<file path="src/rtl/player_move_ctrl.sv">
// Turn and movement sequencer for two board tokens on a serpentine tile path.
// Hops the current player one tile per STEP_FRAMES frame ticks and drives both sprite positions.
module player_move_ctrl #(
    parameter int COLS        = 8,
    parameter int ROWS        = 4,
    parameter int TILE_PX     = 32,
    parameter int ORIGIN_X    = 64,
    parameter int ORIGIN_Y    = 48,
    parameter int STEP_FRAMES = 2
) (
    input  logic       clk,
    input  logic       rst_n,
    input  logic       frame_tick,
    input  logic       start,
    input  logic [2:0] dice,
    input  logic       game_reset,
    output logic [9:0] p1_x,
    output logic [9:0] p1_y,
    output logic [9:0] p2_x,
    output logic [9:0] p2_y,
    output logic       turn,
    output logic       busy,
    output logic       done,
    output logic       won,
    output logic       winner,
    output logic       top_id
);

    localparam int CW = (COLS > 1) ? $clog2(COLS) : 1;
    localparam int RW = (ROWS > 1) ? $clog2(ROWS) : 1;
    localparam int FW = (STEP_FRAMES > 1) ? $clog2(STEP_FRAMES) : 1;

    localparam logic [CW-1:0] COL_MAX = CW'(COLS - 1);
    localparam logic [RW-1:0] ROW_MAX = RW'(ROWS - 1);
    // The path ends on the right if the top row runs left to right, else on the left.
    localparam logic [CW-1:0] END_COL = (((ROWS - 1) % 2) == 0) ? COL_MAX : '0;
    localparam logic [FW-1:0] TICK_LAST = FW'(STEP_FRAMES - 1);

    localparam logic [9:0] X1_RST = 10'(ORIGIN_X);
    localparam logic [9:0] X2_RST = 10'(ORIGIN_X + 16);
    localparam logic [9:0] Y_RST  = 10'(ORIGIN_Y + (ROWS - 1) * TILE_PX + 8);

    typedef enum logic [2:0] {
        S_IDLE,
        S_WAIT,
        S_HOP,
        S_FINISH,
        S_WIN,
        S_DONE_WIN
    } state_t;

    state_t        state_q, state_d;
    logic [CW-1:0] col_q [2];
    logic [CW-1:0] col_d [2];
    logic [RW-1:0] row_q [2];
    logic [RW-1:0] row_d [2];
    logic          turn_q;
    logic          mover_q;
    logic [2:0]    steps_q;
    logic [FW-1:0] tick_cnt;
    logic [CW-1:0] hop_col;
    logic [RW-1:0] hop_row;
    logic          hop_is_last;

    function automatic logic [9:0] x_of(input logic [CW-1:0] c, input logic p2);
        return 10'(ORIGIN_X + int'(c) * TILE_PX + (p2 ? 16 : 0));
    endfunction

    function automatic logic [9:0] y_of(input logic [RW-1:0] r);
        return 10'(ORIGIN_Y + (ROWS - 1 - int'(r)) * TILE_PX + 8);
    endfunction

    // Serpentine step for the moving token: along the row, or up at the row end.
    always_comb begin
        hop_col = col_q[mover_q];
        hop_row = row_q[mover_q];
        if (!row_q[mover_q][0] && col_q[mover_q] != COL_MAX) begin
            hop_col = col_q[mover_q] + 1'b1;
        end else if (row_q[mover_q][0] && col_q[mover_q] != '0) begin
            hop_col = col_q[mover_q] - 1'b1;
        end else begin
            hop_row = row_q[mover_q] + 1'b1;
        end
        hop_is_last = (hop_row == ROW_MAX) && (hop_col == END_COL);
    end

    always_comb begin
        col_d = col_q;
        row_d = row_q;
        if (state_q == S_HOP) begin
            col_d[mover_q] = hop_col;
            row_d[mover_q] = hop_row;
        end
    end

    always_comb begin
        state_d = state_q;
        case (state_q)
            S_IDLE:     if (start && dice != 3'd0 && dice != 3'd7) state_d = S_WAIT;
            S_WAIT:     if (frame_tick && tick_cnt == TICK_LAST) state_d = S_HOP;
            S_HOP: begin
                if (hop_is_last)          state_d = S_WIN;
                else if (steps_q == 3'd1) state_d = S_FINISH;
                else                      state_d = S_WAIT;
            end
            S_FINISH:   state_d = S_IDLE;
            S_WIN:      state_d = S_DONE_WIN;
            S_DONE_WIN: state_d = S_DONE_WIN;
            default:    state_d = S_IDLE;
        endcase
        if (game_reset) state_d = S_IDLE;
    end

    always_ff @(posedge clk or negedge rst_n) begin
        if (!rst_n) begin
            state_q  <= S_IDLE;
            col_q    <= '{default: '0};
            row_q    <= '{default: '0};
            turn_q   <= 1'b0;
            mover_q  <= 1'b0;
            steps_q  <= '0;
            tick_cnt <= '0;
            p1_x     <= X1_RST;
            p1_y     <= Y_RST;
            p2_x     <= X2_RST;
            p2_y     <= Y_RST;
        end else if (game_reset) begin
            state_q  <= S_IDLE;
            col_q    <= '{default: '0};
            row_q    <= '{default: '0};
            turn_q   <= 1'b0;
            mover_q  <= 1'b0;
            steps_q  <= '0;
            tick_cnt <= '0;
            p1_x     <= X1_RST;
            p1_y     <= Y_RST;
            p2_x     <= X2_RST;
            p2_y     <= Y_RST;
        end else begin
            state_q <= state_d;
            col_q   <= col_d;
            row_q   <= row_d;
            // Coordinates follow the post-hop tile so they appear with done.
            p1_x    <= x_of(col_d[0], 1'b0);
            p1_y    <= y_of(row_d[0]);
            p2_x    <= x_of(col_d[1], 1'b1);
            p2_y    <= y_of(row_d[1]);
            case (state_q)
                S_IDLE: begin
                    if (state_d == S_WAIT) begin
                        mover_q  <= turn_q;
                        steps_q  <= dice;
                        tick_cnt <= '0;
                    end
                end
                S_WAIT: begin
                    if (frame_tick) tick_cnt <= (state_d == S_HOP) ? '0 : tick_cnt + 1'b1;
                end
                S_HOP: begin
                    steps_q <= steps_q - 1'b1;
                    if (state_d == S_FINISH) turn_q <= ~turn_q;
                end
                default: ;
            endcase
        end
    end

    assign turn   = turn_q;
    assign busy   = (state_q == S_WAIT) || (state_q == S_HOP);
    assign done   = (state_q == S_FINISH) || (state_q == S_WIN);
    assign won    = (state_q == S_WIN) || (state_q == S_DONE_WIN);
    assign winner = won & mover_q;
    assign top_id = busy ? mover_q : turn_q;

endmodule

</file>
<file path="config.mk">
export PLATFORM = sky130hd
export DESIGN_NAME = player_move_ctrl
export DESIGN_NICKNAME = d
export VERILOG_FILES = /design/src/rtl/player_move_ctrl.sv
export SDC_FILE = /design/constraint.sdc
export NUM_CORES = 1
export LEC_CHECK = 0
export BUFFER_PORTS_ARGS = -buffer_cell sky130_fd_sc_hd__buf_2
export CAP_MARGIN = 20
export CORE_AREA = 2 2 73 75
export CTS_CLUSTER_DIAMETER = 80
export DETAILED_ROUTE_END_ITERATION = 8
export DIE_AREA = 0 0 75 77
export HOLD_SLACK_MARGIN = 0.06
export PLACE_DENSITY_LB_ADDON = 0.05
export SYNTH_ARGS = -nofsm -noshare
export SYNTH_HDL_FRONTEND = slang
export SYNTH_SLANG_ARGS = --single-unit
</file>
<file path="constraint.sdc">
create_clock -name clk -period 2.8 [get_ports clk]
set_input_delay 0.42 -clock clk [delete_from_list [all_inputs] [get_ports clk]]
set_output_delay 0.42 -clock clk [all_outputs]
set_load 0.01 [all_outputs]
</file>
### Word level (Yosys, flattened, before mapping)

Cells that the tools add are included.

| word-level totals | value |
|---|---|
| register bits after elaboration | 59 |
| input bits | 8 |
| output and inout bits | 46 |
| word-level logic and storage cells | 118 |

| cells by class | value |
|---|---|
| $add $sub $neg | 14 |
| order comparisons | 2 |
| eq/ne operators | 14 |
| mux-type cells | 46 |
| bitwise logic cells | 3 |
| reduce and logical (&&, ||, !) cells | 26 |

Operators with widths:

| cell | count |
|---|---|
| $mux W3 | 13 |
| $add A7 B8 Y9 const A | 4 |
| $add A9 B5 Y10 const B | 3 |
| $mux W10 | 3 |
| $mux W2 | 7 |
| $eq A3 B2 Y1 const B | 4 |
| $mux W6 | 2 |
| $ne A3 B3 Y1 const B | 4 |
| $pmux W3 S4 | 1 |
| $reduce_bool A3 Y1 | 4 |
| $mux W1 | 11 |
| $eq A3 B1 Y1 const B | 3 |
| $mux W9 | 1 |
| $mux W4 | 2 |
| $reduce_bool A2 Y1 | 4 |
| $logic_and A1 B1 Y1 | 7 |
| $bwmux W6 | 1 |
| $eq A3 B3 Y1 const B | 2 |
| $logic_not A3 Y1 | 2 |
| $pmux W3 S2 | 1 |
| $reduce_and A2 Y1 | 3 |
| $sub A2 B2 Y3 const A | 2 |
| $sub A3 B1 Y3 const B | 2 |
| $bwmux W4 | 1 |
| other kinds (16) | 18 |

### Depth between registers and ports, before layout

Gate-level depths: netlist of run 1.

| logic depth | value |
|---|---|
| depth in word-level cells | 18 |
| depth in mapped cells | 12 |
| depth with buffers taken out | 11 |

### Worst setup path after synthesis of run 1

OpenSTA, ideal clock, no wires.

| timing | value |
|---|---|
| path type | reg-to-reg |
| start | reg mover_q |
| end | reg p2_x[7] |
| setup time | 130 ps |
| arrival | 2388 ps |
| data required time | 2670 ps |
| setup slack | 282 ps |
| stages on the path, launching flop included | 11 |
| buffers on the path | 1 |
| clock period less this slack | 2518 ps |
| cells stage by stage | dfrtp_1 buf_6 mux2i_2 inv_1 ha_1 ha_1 mux2i_1 o211ai_1 mux2_2 ha_1 nor2b_1 |

| on the way | value |
|---|---|
| longest elaborated chain between the ends | 13 |
| elaborated cells between the ends (all ways) | 26 |
| classes of those cells | 4 x add/sub; 2 x order compare; 1 x eq/ne; 13 x mux; 1 x bitwise; 5 x reduce/logical |

RTL lines:

| item | RTL line | text |
|---|---|---|
| start: declaration | 58 | `logic mover_q;` |
| start signal: assignment | 151 | `mover_q <= turn_q;` |
| $not A1 Y2 (implied by the code) (*) | n/a |  |
| branches (longest 7 deep; another with $sub A3 B1 Y3) | n/a |  |
| $bwmux W6 (*) | 91 | `col_d[mover_q] = hop_col;` |
| $mux W6 (*) | 90 | `if (state_q == S_HOP) begin` |
| $add A7 B8 Y9 (*) | 66 | `return 10'(ORIGIN_X + int'(c) * TILE_PX + (p2 ? 16 : 0));` |
| $add A9 B5 Y10 (*) | 66 |  |
| $mux W10 (*) | 127 | `end else if (game_reset) begin` |
| end signal: assignment | 146 | `p2_x <= x_of(col_d[1], 1'b1);` |
| end: declaration | 19 | `output logic [9:0] p2_x,` |

Every way passes the cells marked *. The select of a mux whose other input is x is not followed.
A chain may end at the register's enable or synchronous reset.

### Final worst setup path of run 1

| timing | value |
|---|---|
| start | reg mover_q |
| end | reg turn_q, in the netlist turn |

| on the way | value |
|---|---|
| longest elaborated chain between the ends | 16 |
| elaborated cells between the ends (all ways) | 28 |
| classes of those cells | 3 x add/sub; 3 x eq/ne; 13 x mux; 1 x bitwise; 8 x reduce/logical |

RTL lines:

| item | RTL line | text |
|---|---|---|
| $not A1 Y2 (implied by the code) (*) | n/a |  |
| branches (longest 8 deep; another with $sub A3 B1 Y3) | n/a |  |
| $logic_and A1 B1 Y1 (*) | 84 | `hop_is_last = (hop_row == ROW_MAX) && (hop_col == END_COL);` |
| $mux W3 (*) | 102 | `if (hop_is_last) state_d = S_WIN;` |
| $pmux W3 S4 (*) | 98 | `case (state_q)` |
| $mux W3 (*) | 111 | `if (game_reset) state_d = S_IDLE;` |
| $eq A3 B2 Y1 (*) | 161 | `if (state_d == S_FINISH) turn_q <= ~turn_q;` |
| $reduce_bool A2 Y1 (no line) (*) | n/a |  |
| $reduce_and A2 Y1 (no line) (*) | n/a |  |
| end signal: assignment | 161 |  |
| end: declaration | 57 | `logic turn_q;` |

Marked as above.

==> impl_metrics.py, run 1 <==
metrics = {
    "drt": {
        "drcViolationCount": 0,
        "vias": 1427,
        "drt-initial-drc-count": 77,
        "drt_wl_total_um": 4023,
        "wl_per_cell_um": 13.41,
        "drtPass1Iterations": 4,
        "avgViaCountPerCell": 4.757,
        "ant_nets": 0,
    },
    "synth": {
        "synth_flop_cell": "dfrtp_1",
        "netlist.area_leader.share_pct": 32.26,
        "syn_inst": 203,
        "synthesis.area_mm2": 0.001939,
        "synth_seq_cells": 29,
        "avgSynthCellArea_um2": 9.553,
        "yosys_warnings": 0,
        "ys_seq_area_share_pct": 37.68,
        "synth_cell_types": 47,
        "async_flop_share_pct": 100.0,
        "synth_edf_count": 0,
        "synth_top_area_cell": "dfrtp_1",
        "synth_area_leaders": "dfrtp_1 32%, buf_4 12%, ha_1 7.1%",
    },
    "global_route": {
        "grt_overflow": 0,
        "track_usage_pct": 14.76,
        "grt_pass1_wl_um": 6561,
        "grt_max_degree": 30,
        "grt_pass1_vias": 1363,
        "antenna_found_initial": 0,
    },
    "placed_design": {
        "gp_congestion": 0.7647,
        "dpl.hpwl_um": 2992,
        "port_buffers": 27,
        "placed_area_mm2": 0.002036,
        "dp_slack_ns": 0.08857,
    },
    "sta": {
        "slew_headroom_pct": 55.19,
        "period_minus_slack_ns": 2.656,
        "timing.hold.ws_ns": 0.1823,
        "hold_viol": 0,
        "fin_crit_sh_pct": 94.85,
        "setup_slack_ns": 0.1443,
        "worstMarginPinSlew_ns": 0.6721,
        "fmax_ghz": 0.3765,
        "finalMaxSlewViolations": 0,
        "fin_worst_skew_ns": 0.001746,
        "setup_viol": 0,
    },
    "setup_path": {
        "rr_worst_depth": 9,
        "cp-end-kind": "flop",
        "crit_arrival_ns": 2.84,
        "critPathRequiredTime_ns": 2.98,
        "start_kind": "flop",
        "r2r-start": "mover_q",
        "crit_type": "reg2reg",
        "ff2ff_setup_slack_ns": 0.14,
        "r2r_end": "turn",
        "path_max_fanout": 5,
    },
    "power_and_ir_drop": {
        "leakagePower_nw": 1.120,
        "ir_worst_vdd_mv": 0.1941,
        "powerDensity_mw_per_mm2": 400.8,
    },
    "floorplan": {
        "die_x_um": 75,
        "fp.dieArea_mm2": 0.005775,
        "boundaryPins": 54,
        "die_h_um": 77,
        "placementRows": 26,
        "initial_core_util_pct": 38.96,
        "core_mm2": 0.004977,
    },
    "clock_tree": {
        "cts-root-buf": "clkbuf_8",
        "tritoncts": "done",
        "htree_levels": 2,
        "ctsHoldBuffers": 0,
        "path_clk_slew_ns": 0.06,
        "clock_sinks": 29,
        "insertion_delay_ns": 0.27,
        "cts_made_buffers": 5,
        "clockBufferDepth": 2,
    },
    "worst_hold_path": {
        "hold_class": "in2async",
    },
    "cells_and_area": {
        "drive_above_1_share_pct": 26.52,
        "layout.nets": 249,
        "num-fill-cells": 501,
        "diodes": 0,
        "fin_area_mm2": 0.002140,
        "layout-area-overhead-vs-synth_pct": 10.32,
    },
    "run_status": {
        "status": "finished, final reports clean",
    },
    "run": {
        "drv_cap": 0,
    },
}
[flip-flops by register name, summed over array words and instances (netlist names)]
signal    count
p1_y          2
col_q         6
p1_x          3
p2_x          3
mover_q       1
tick_cnt      1
p2_y          2
row_q         4
steps_q       3
turn          1
state_q       3
[metal layers]
metal / vias to the layer above / global-route usage (%) / wire [um]
met1: 700 / 19.90 / 1836
met4: 0 / 3.750 / 16
li1: 684 / - / -
met2: 41 / 23.51 / 1982
met5: - / 0 / 0
met3: 2 / 3.548 / 187
[synthesized netlist by cell type (2+ instances only)]
master,number
o21ai_0,3
nand2_1,10
clkbuf_1,6
ha_1,11
nor4_1,2
nor2_1,17
conb_1,2
xnor2_1,2
a21oi_1,5
or3_1,2
xor2_1,4
and3_1,2
a211oi_1,2
dfrtp_1,25
nand3_1,4
mux2i_1,7
and2_1,3
buf_4,30
nor2b_1,8
inv_1,10
dfstp_2,4
a22o_1,2
or2_2,5
nor3b_1,2
o31ai_1,3
nor3_1,2
mux2_2,5
mux2i_2,2
a31oi_1,3
buf_2,2
a21o_1,2
[placed cells by master, fill, tap and decap left out, drive strengths merged, types with 3 or more instances in the layout]
master   n
dfstp    4
conb    26
buf     35
mux2i   10
a21oi    5
o31ai    3
inv     10
or2      5
o21ai    4
a31oi    3
nor2    18
nand2   10
xor2     4
ha      11
nor2b    8
and2     3
mux2     6
nand3    4
dfrtp   25
clkbuf   7
[worst max path at each step]
| stage | startpoint | endpoint | slack, ns | depth (start not counted) |
|---|---|---|---|---|
| floorplan | mover_q | p2_x[7] | 0.28 | 10 |
| global placement | mover_q | p2_x[7] | 0.21 | 9 |
| detailed placement | mover_q | p2_x[7] | 0.09 | 9 |
| CTS | mover_q | p2_x[7] | 0.07 | 9 |
| global route | mover_q | p2_x[7] | -0.04 | 9 |
| finish | mover_q | turn | 0.14 | 9 |
[kinds of logic (layout without fill, tap and decap cells)]
family,Yosys count,after routing,share of synthesized area [%]
mux,16,16,9.871
fa+ha+maj,11,11,7.097
simple gates,61,61,16.13
flops,29,29,37.68
buf+inv,49,52,15.81
other cells,2,26,0.3872
compound gates,29,29,10.32
xor+xnor,6,6,2.710
[cell type report]
class                           instances  area, um^2  area share, %
Clock buffer                            7       86.33          4.035
Inverter                               10       37.54          1.754
Multi-Input combinational cell        149        1001          46.78
Sequential cell                        29       732.0          34.21
Tap cell                               70       87.58          4.094
Timing Repair Buffer                   35       195.2          9.123
[stage by stage]
| stage | TNS (ns) | std cells | total power, W | util (%) |
|---|---|---|---|---|
| global route | -0.07247 | 300 | 0.0008968 | 42.99 |
| CTS | 0 | 299 | 0.0008723 | 42.63 |
| global placement | 0 | 292 | 0.0005187 | 40.90 |
| detailed placement | 0 | 292 | 0.0005199 | 40.90 |
| finish | 0 | 300 | 0.0008576 | 42.99 |
| floorplan | 0 | 227 | 0.0005198 | - |
[report_power, final]
group          switching (W)   total, W  internal, W  leakage [nW]
Sequential        0.00000407   0.000429     0.000425         0.387
Clock               0.000150   0.000344     0.000195        0.0443
Combinational      0.0000594  0.0000843    0.0000249         0.689
[repair_timing]
item	4_1_cts	5_1_grt
setup buffers	0	1
gates resized for setup	0	2
setup endpoints to repair	0	4
[worst max-delay path: stages (launching register included)]
cell       delay, ns
dfrtp_2         0.47
mux2i_4         0.31
inv_1           0.08
ha_1            0.23
ha_1            0.24
mux2i_1         0.22
o211ai_1        0.22
buf_4           0.19
or4_1           0.49
o2111ai_1       0.11
(Power assumes the default switching activity.)
==> run 2, diff against run 1 <==
Settings changed: CORE_AREA 2 2 73 75 to 2 2 66 68, DIE_AREA 0 0 75 77 to 0 0 68 70.
==> impl_metrics.py, run 2 (synthesis gave the netlist of run 1 again) <==
metrics = {
    "power_and_ir_drop": {
        "ir_worst_vdd_mv": 0.2075,
        "power_w": 0.0008416,
        "leakagePower_nw": 1.114,
        "powerDensity_mw_per_mm2": 398.9,
    },
    "clock_tree": {
        "clockBufferDepth": 2,
        "cts_made_buffers": 5,
        "path_clk_slew_ns": 0.06,
        "cts-root-buf": "clkbuf_8",
        "insertion_delay_ns": 0.28,
        "tritoncts": "done",
        "htree_levels": 2,
        "clock_sinks": 29,
        "ctsHoldBuffers": 0,
    },
    "drt": {
        "vias": 1402,
        "drt-initial-drc-count": 57,
        "drtPass1Iterations": 4,
        "drt_wl_total_um": 3751,
        "drcViolationCount": 0,
        "wl_per_cell_um": 13.35,
        "ant_nets": 0,
        "avgViaCountPerCell": 4.989,
    },
    "sta": {
        "setup_slack_ns": 0.1926,
        "hold_viol": 0,
        "period_minus_slack_ns": 2.607,
        "fmax_ghz": 0.3835,
        "worstMarginPinSlew_ns": 0.6433,
        "fin_crit_sh_pct": 93.12,
        "fin_worst_skew_ns": 0.002683,
        "setup_viol": 0,
        "finalMaxSlewViolations": 0,
        "slew_headroom_pct": 57.11,
    },
    "cells_and_area": {
        "num-fill-cells": 414,
        "layout.nets": 247,
        "final_common_cell": "buf_2",
        "final_cells": 281,
        "regMostFlops": "col_q",
        "drive_above_1_share_pct": 27.51,
        "layout-area-overhead-vs-synth_pct": 8.774,
        "top_regs": "col_q x6, row_q x4",
        "largest_reg_flops": 6,
        "post-route-util_pct": 50.91,
        "diodes": 0,
        "final_cell_mix": "27 x buf_2, 26 x conb_1, 24 x dfrtp_1",
    },
    "setup_path": {
        "crit_arrival_ns": 2.75,
        "critical_path.top_delay_family": "adder cells",
        "start_kind": "flop",
        "crit_buf_inv": 3,
        "max_stage_delay_ns": 0.48,
        "path_max_fanout": 6,
        "worst_path_max_delay_cell": "dfrtp_2",
        "cp-end-kind": "flop",
        "cp_cell_sequence": "mux2i_4 -> inv_1 -> ha_1 -> ha_1 -> inv_1 -> a21oi_1 -> a22o_1 -> mux2i_2 -> inv_1 -> ha_1 -> nor2b_1",
        "critPathRequiredTime_ns": 2.95,
        "crit_type": "reg2reg",
    },
    "placed_design": {
        "dp_slack_ns": 0.04006,
        "port_buffers": 27,
        "dpl.hpwl_um": 2744,
        "placed_cells": 271,
        "gp_congestion": 0.8923,
    },
    "floorplan": {
        "initial_core_util_pct": 46.80,
        "die_x_um": 68,
        "die_h_um": 70,
        "fp.dieArea_mm2": 0.004760,
        "placementRows": 24,
        "boundaryPins": 54,
        "core_mm2": 0.004144,
    },
    "worst_hold_path": {
        "hold_class": "in2async",
    },
    "global_route": {
        "grt_pass1_vias": 1370,
        "grt_max_degree": 30,
        "track_usage_pct": 18.02,
        "antenna_found_initial": 0,
        "grt_overflow": 0,
        "grt_pass1_wl_um": 6430,
    },
    "run": {
        "drv_cap": 0,
    },
    "run_status": {
        "status": "finished, final reports clean",
    },
}
## run 2: through the flow
| stage | cell area [um^2] | hold WS (ns) | TNS, ns |
|---|---|---|---|
| 2_1_floorplan | 2029 | 0.1244 | 0 |
| 3_3_place_gp | 1991 | 0.4849 | 0 |
| 3_5_place_dp | 1991 | 0.4939 | 0 |
| 4_1_cts | 2073 | 0.1820 | 0 |
| 5_1_grt | 2110 | 0.2047 | -0.003801 |
| 6_report | 2110 | 0.1611 | 0 |
## run 2: layout make-up
class	count	area [um^2]	area share (%)
multi-input combinational	149	1012	47.98
sequential	29	732.0	34.70
timing repair buffer	33	180.2	8.541
clock buffer	6	72.57	3.440
tap	52	65.06	3.084
inverter	10	37.54	1.779
clock inverter	2	10.01	0.4745
## run 2: routing by layer
layer	up-vias	track usage [%]	part of all wire, %
li1	686	-	-
met1	671	23.66	45
met2	37	27.62	48
met3	8	5.314	4.7
met4	0	6.889	2.1
met5	-	0	0
## run 2: worst reg2reg max path: stages (launching register included)
cell	delay (ns)
dfrtp_2	0.48
mux2i_4	0.31
inv_1	0.07
ha_1	0.21
ha_1	0.24
inv_1	0.09
a21oi_1	0.07
a22o_1	0.30
mux2i_2	0.24
inv_1	0.07
ha_1	0.28
nor2b_1	0.13
## run 2: report_power, final
group | leakage [nW] | switching, W | internal, W
sequential | 0.387 | 0.00000705 | 0.000425
clock | 0.0450 | 0.000160 | 0.000172
combinational | 0.682 | 0.0000550 | 0.0000233
## run 2: worst paths after layout
path / from / end / slack [ns] / cells after the start
max in group asynchronous: rst_n / mover_q / 2.18 / 1
worst min register to register: row_q[1] / row_q[1] / 0.58 / 2
worst min-delay path: rst_n / p2_y[6] / 0.16 / 1
worst max-delay path: mover_q / p1_x[7] / 0.19 / 11
worst max register to register: mover_q / p1_x[7] / 0.19 / 11
min in group clk: frame_tick / state_q[1] / 0.44 / 3
## run 2: what timing repair did
action                                 4_1_cts  5_1_grt
gates resized for setup                      0        5
setup endpoints to repair                    0        5
buffers inserted                             0        2
endpoints found under the hold margin        0        0
==> run 3, diff against run 2 <==
Clock period 2.8 ns to 3 ns, I/O delays scaled along.
==> impl_metrics.py, run 3 (synthesis gave the netlist of run 1 again) <==
metrics = {
    "setup_path": {
        "cp-end-kind": "flop",
        "crit_arrival_ns": 2.94,
        "startpoint": "mover_q",
        "max_stage_delay_ns": 0.46,
        "r2r-start": "mover_q",
        "critPathMostFrequentCell": "ha_1",
        "cp_cell_sequence": "mux2i_2 -> inv_1 -> ha_1 -> ha_1 -> mux2i_1 -> o211ai_1 -> mux2_2 -> ha_1 -> nor2b_1",
        "start_kind": "flop",
        "crit_type": "reg2reg",
        "critPathRequiredTime_ns": 3.15,
        "worst_path_max_delay_cell": "dfrtp_1",
        "critical_path.top_delay_family": "multiplexers",
        "crit_buf_inv": 1,
        "path_max_fanout": 6,
    },
    "floorplan": {
        "die_h_um": 70,
        "initial_core_util_pct": 46.80,
        "fp.dieArea_mm2": 0.004760,
        "core_mm2": 0.004144,
        "boundaryPins": 54,
        "die_x_um": 68,
        "placementRows": 24,
    },
    "cells_and_area": {
        "final_cell_mix": "27 x buf_2, 26 x conb_1, 25 x dfrtp_1",
        "final_common_cell": "buf_2",
        "drive_above_1_share_pct": 24.78,
        "post-route-util_pct": 50.66,
        "diodes": 0,
        "regMostFlops": "col_q",
        "seq_area_um2": 730.7,
        "multi_input_area_um2": 992.2,
        "largest_reg_flops": 6,
        "layout-area-overhead-vs-synth_pct": 8.258,
        "top_regs": "col_q x6, row_q x4",
        "num-fill-cells": 394,
        "fin_area_mm2": 0.002100,
        "layout.nets": 244,
    },
    "run": {
        "drv_cap": 0,
    },
    "clock_tree": {
        "ctsHoldBuffers": 0,
        "clockBufferDepth": 2,
        "cts_made_buffers": 5,
        "tritoncts": "done",
        "insertion_delay_ns": 0.28,
        "clock_sinks": 29,
        "post_cts_buffers": 0,
        "path_clk_slew_ns": 0.06,
        "ctsResizeCount": 0,
        "cts-root-buf": "clkbuf_8",
        "htree_levels": 2,
    },
    "worst_hold_path": {
        "hold_class": "in2async",
    },
    "sta": {
        "fin_crit_sh_pct": 93.11,
        "rsz0062_at_grt": "false",
        "finalMaxSlewViolations": 0,
        "timing.hold.ws_ns": 0.1933,
        "fin_worst_skew_ns": 0.005755,
        "slew_headroom_pct": 56.33,
        "period_minus_slack_ns": 2.793,
        "worstMarginPinSlew_ns": 0.6550,
        "fmax_ghz": 0.3580,
        "hold_viol": 0,
        "fin_setup_tns_ns": 0,
        "setup_viol": 0,
    },
    "drt": {
        "avgViaCountPerCell": 4.950,
        "ant_nets": 0,
        "drcViolationCount": 0,
        "wl_per_cell_um": 13.78,
        "drt_wl_total_um": 3830,
        "drt-initial-drc-count": 54,
        "drtPass1Iterations": 4,
        "vias": 1376,
    },
    "placed_design": {
        "placed_area_mm2": 0.001983,
        "gp_congestion": 0.8270,
        "dpl.hpwl_um": 2872,
        "port_buffers": 27,
    },
    "global_route": {
        "antenna_found_initial": 0,
        "grt_overflow": 0,
        "grt_pass1_vias": 1344,
        "grt_pass1_wl_um": 6417,
        "grt_max_degree": 30,
        "track_usage_pct": 18.05,
    },
    "power_and_ir_drop": {
        "powerDensity_mw_per_mm2": 425.1,
        "ir_worst_vdd_mv": 0.2299,
        "leakagePower_nw": 1.110,
        "power_w": 0.0008925,
    },
    "run_status": {
        "status": "finished, final reports clean",
    },
}
run 3: through the flow:
step | cells | worst slack, ns
2_1_floorplan | 227 | 0.4820
3_3_place_gp | 270 | 0.3543
3_5_place_dp | 270 | 0.2228
4_1_cts | 278 | 0.2004
5_1_grt | 278 | 0.06000
6_report | 278 | 0.2067
run 3: per-layer routing:
layer	routed length [um]	global-route usage (%)	vias up
li1	-	-	675
met1	1734	23.76	655
met2	1843	28.69	40
met3	195	4.831	6
met4	57	5.333	0
met5	0	0	-
run 3: path summary, 6_finish.rpt:
path | end | slack [ns] | cells after the start
worst max-delay path | p2_x[7] | 0.21 | 9
worst min-delay path | p2_y[6] | 0.19 | 1
min in group clk | state_q[1] | 0.48 | 3
worst min register to register | row_q[1] | 0.57 | 2
worst max register to register | p2_x[7] | 0.21 | 9
max in group asynchronous | state_q[0] | 2.38 | 1
run 3: cell type report:
| class | instances | area share, % |
|---|---|---|
| sequential | 29 | 34.80 |
| tap | 52 | 3.099 |
| multi-input combinational | 149 | 47.26 |
| timing repair buffer | 30 | 7.509 |
| inverter | 10 | 1.788 |
| clock buffer | 7 | 4.112 |
| clock inverter | 1 | 1.430 |
run 3: power by group:
part | internal (W) | switching, W
Combinational | 0.0000216 | 0.0000519
Clock | 0.000270 | 0.000146
Sequential | 0.000397 | 0.00000639
Total | 0.000689 | 0.000204
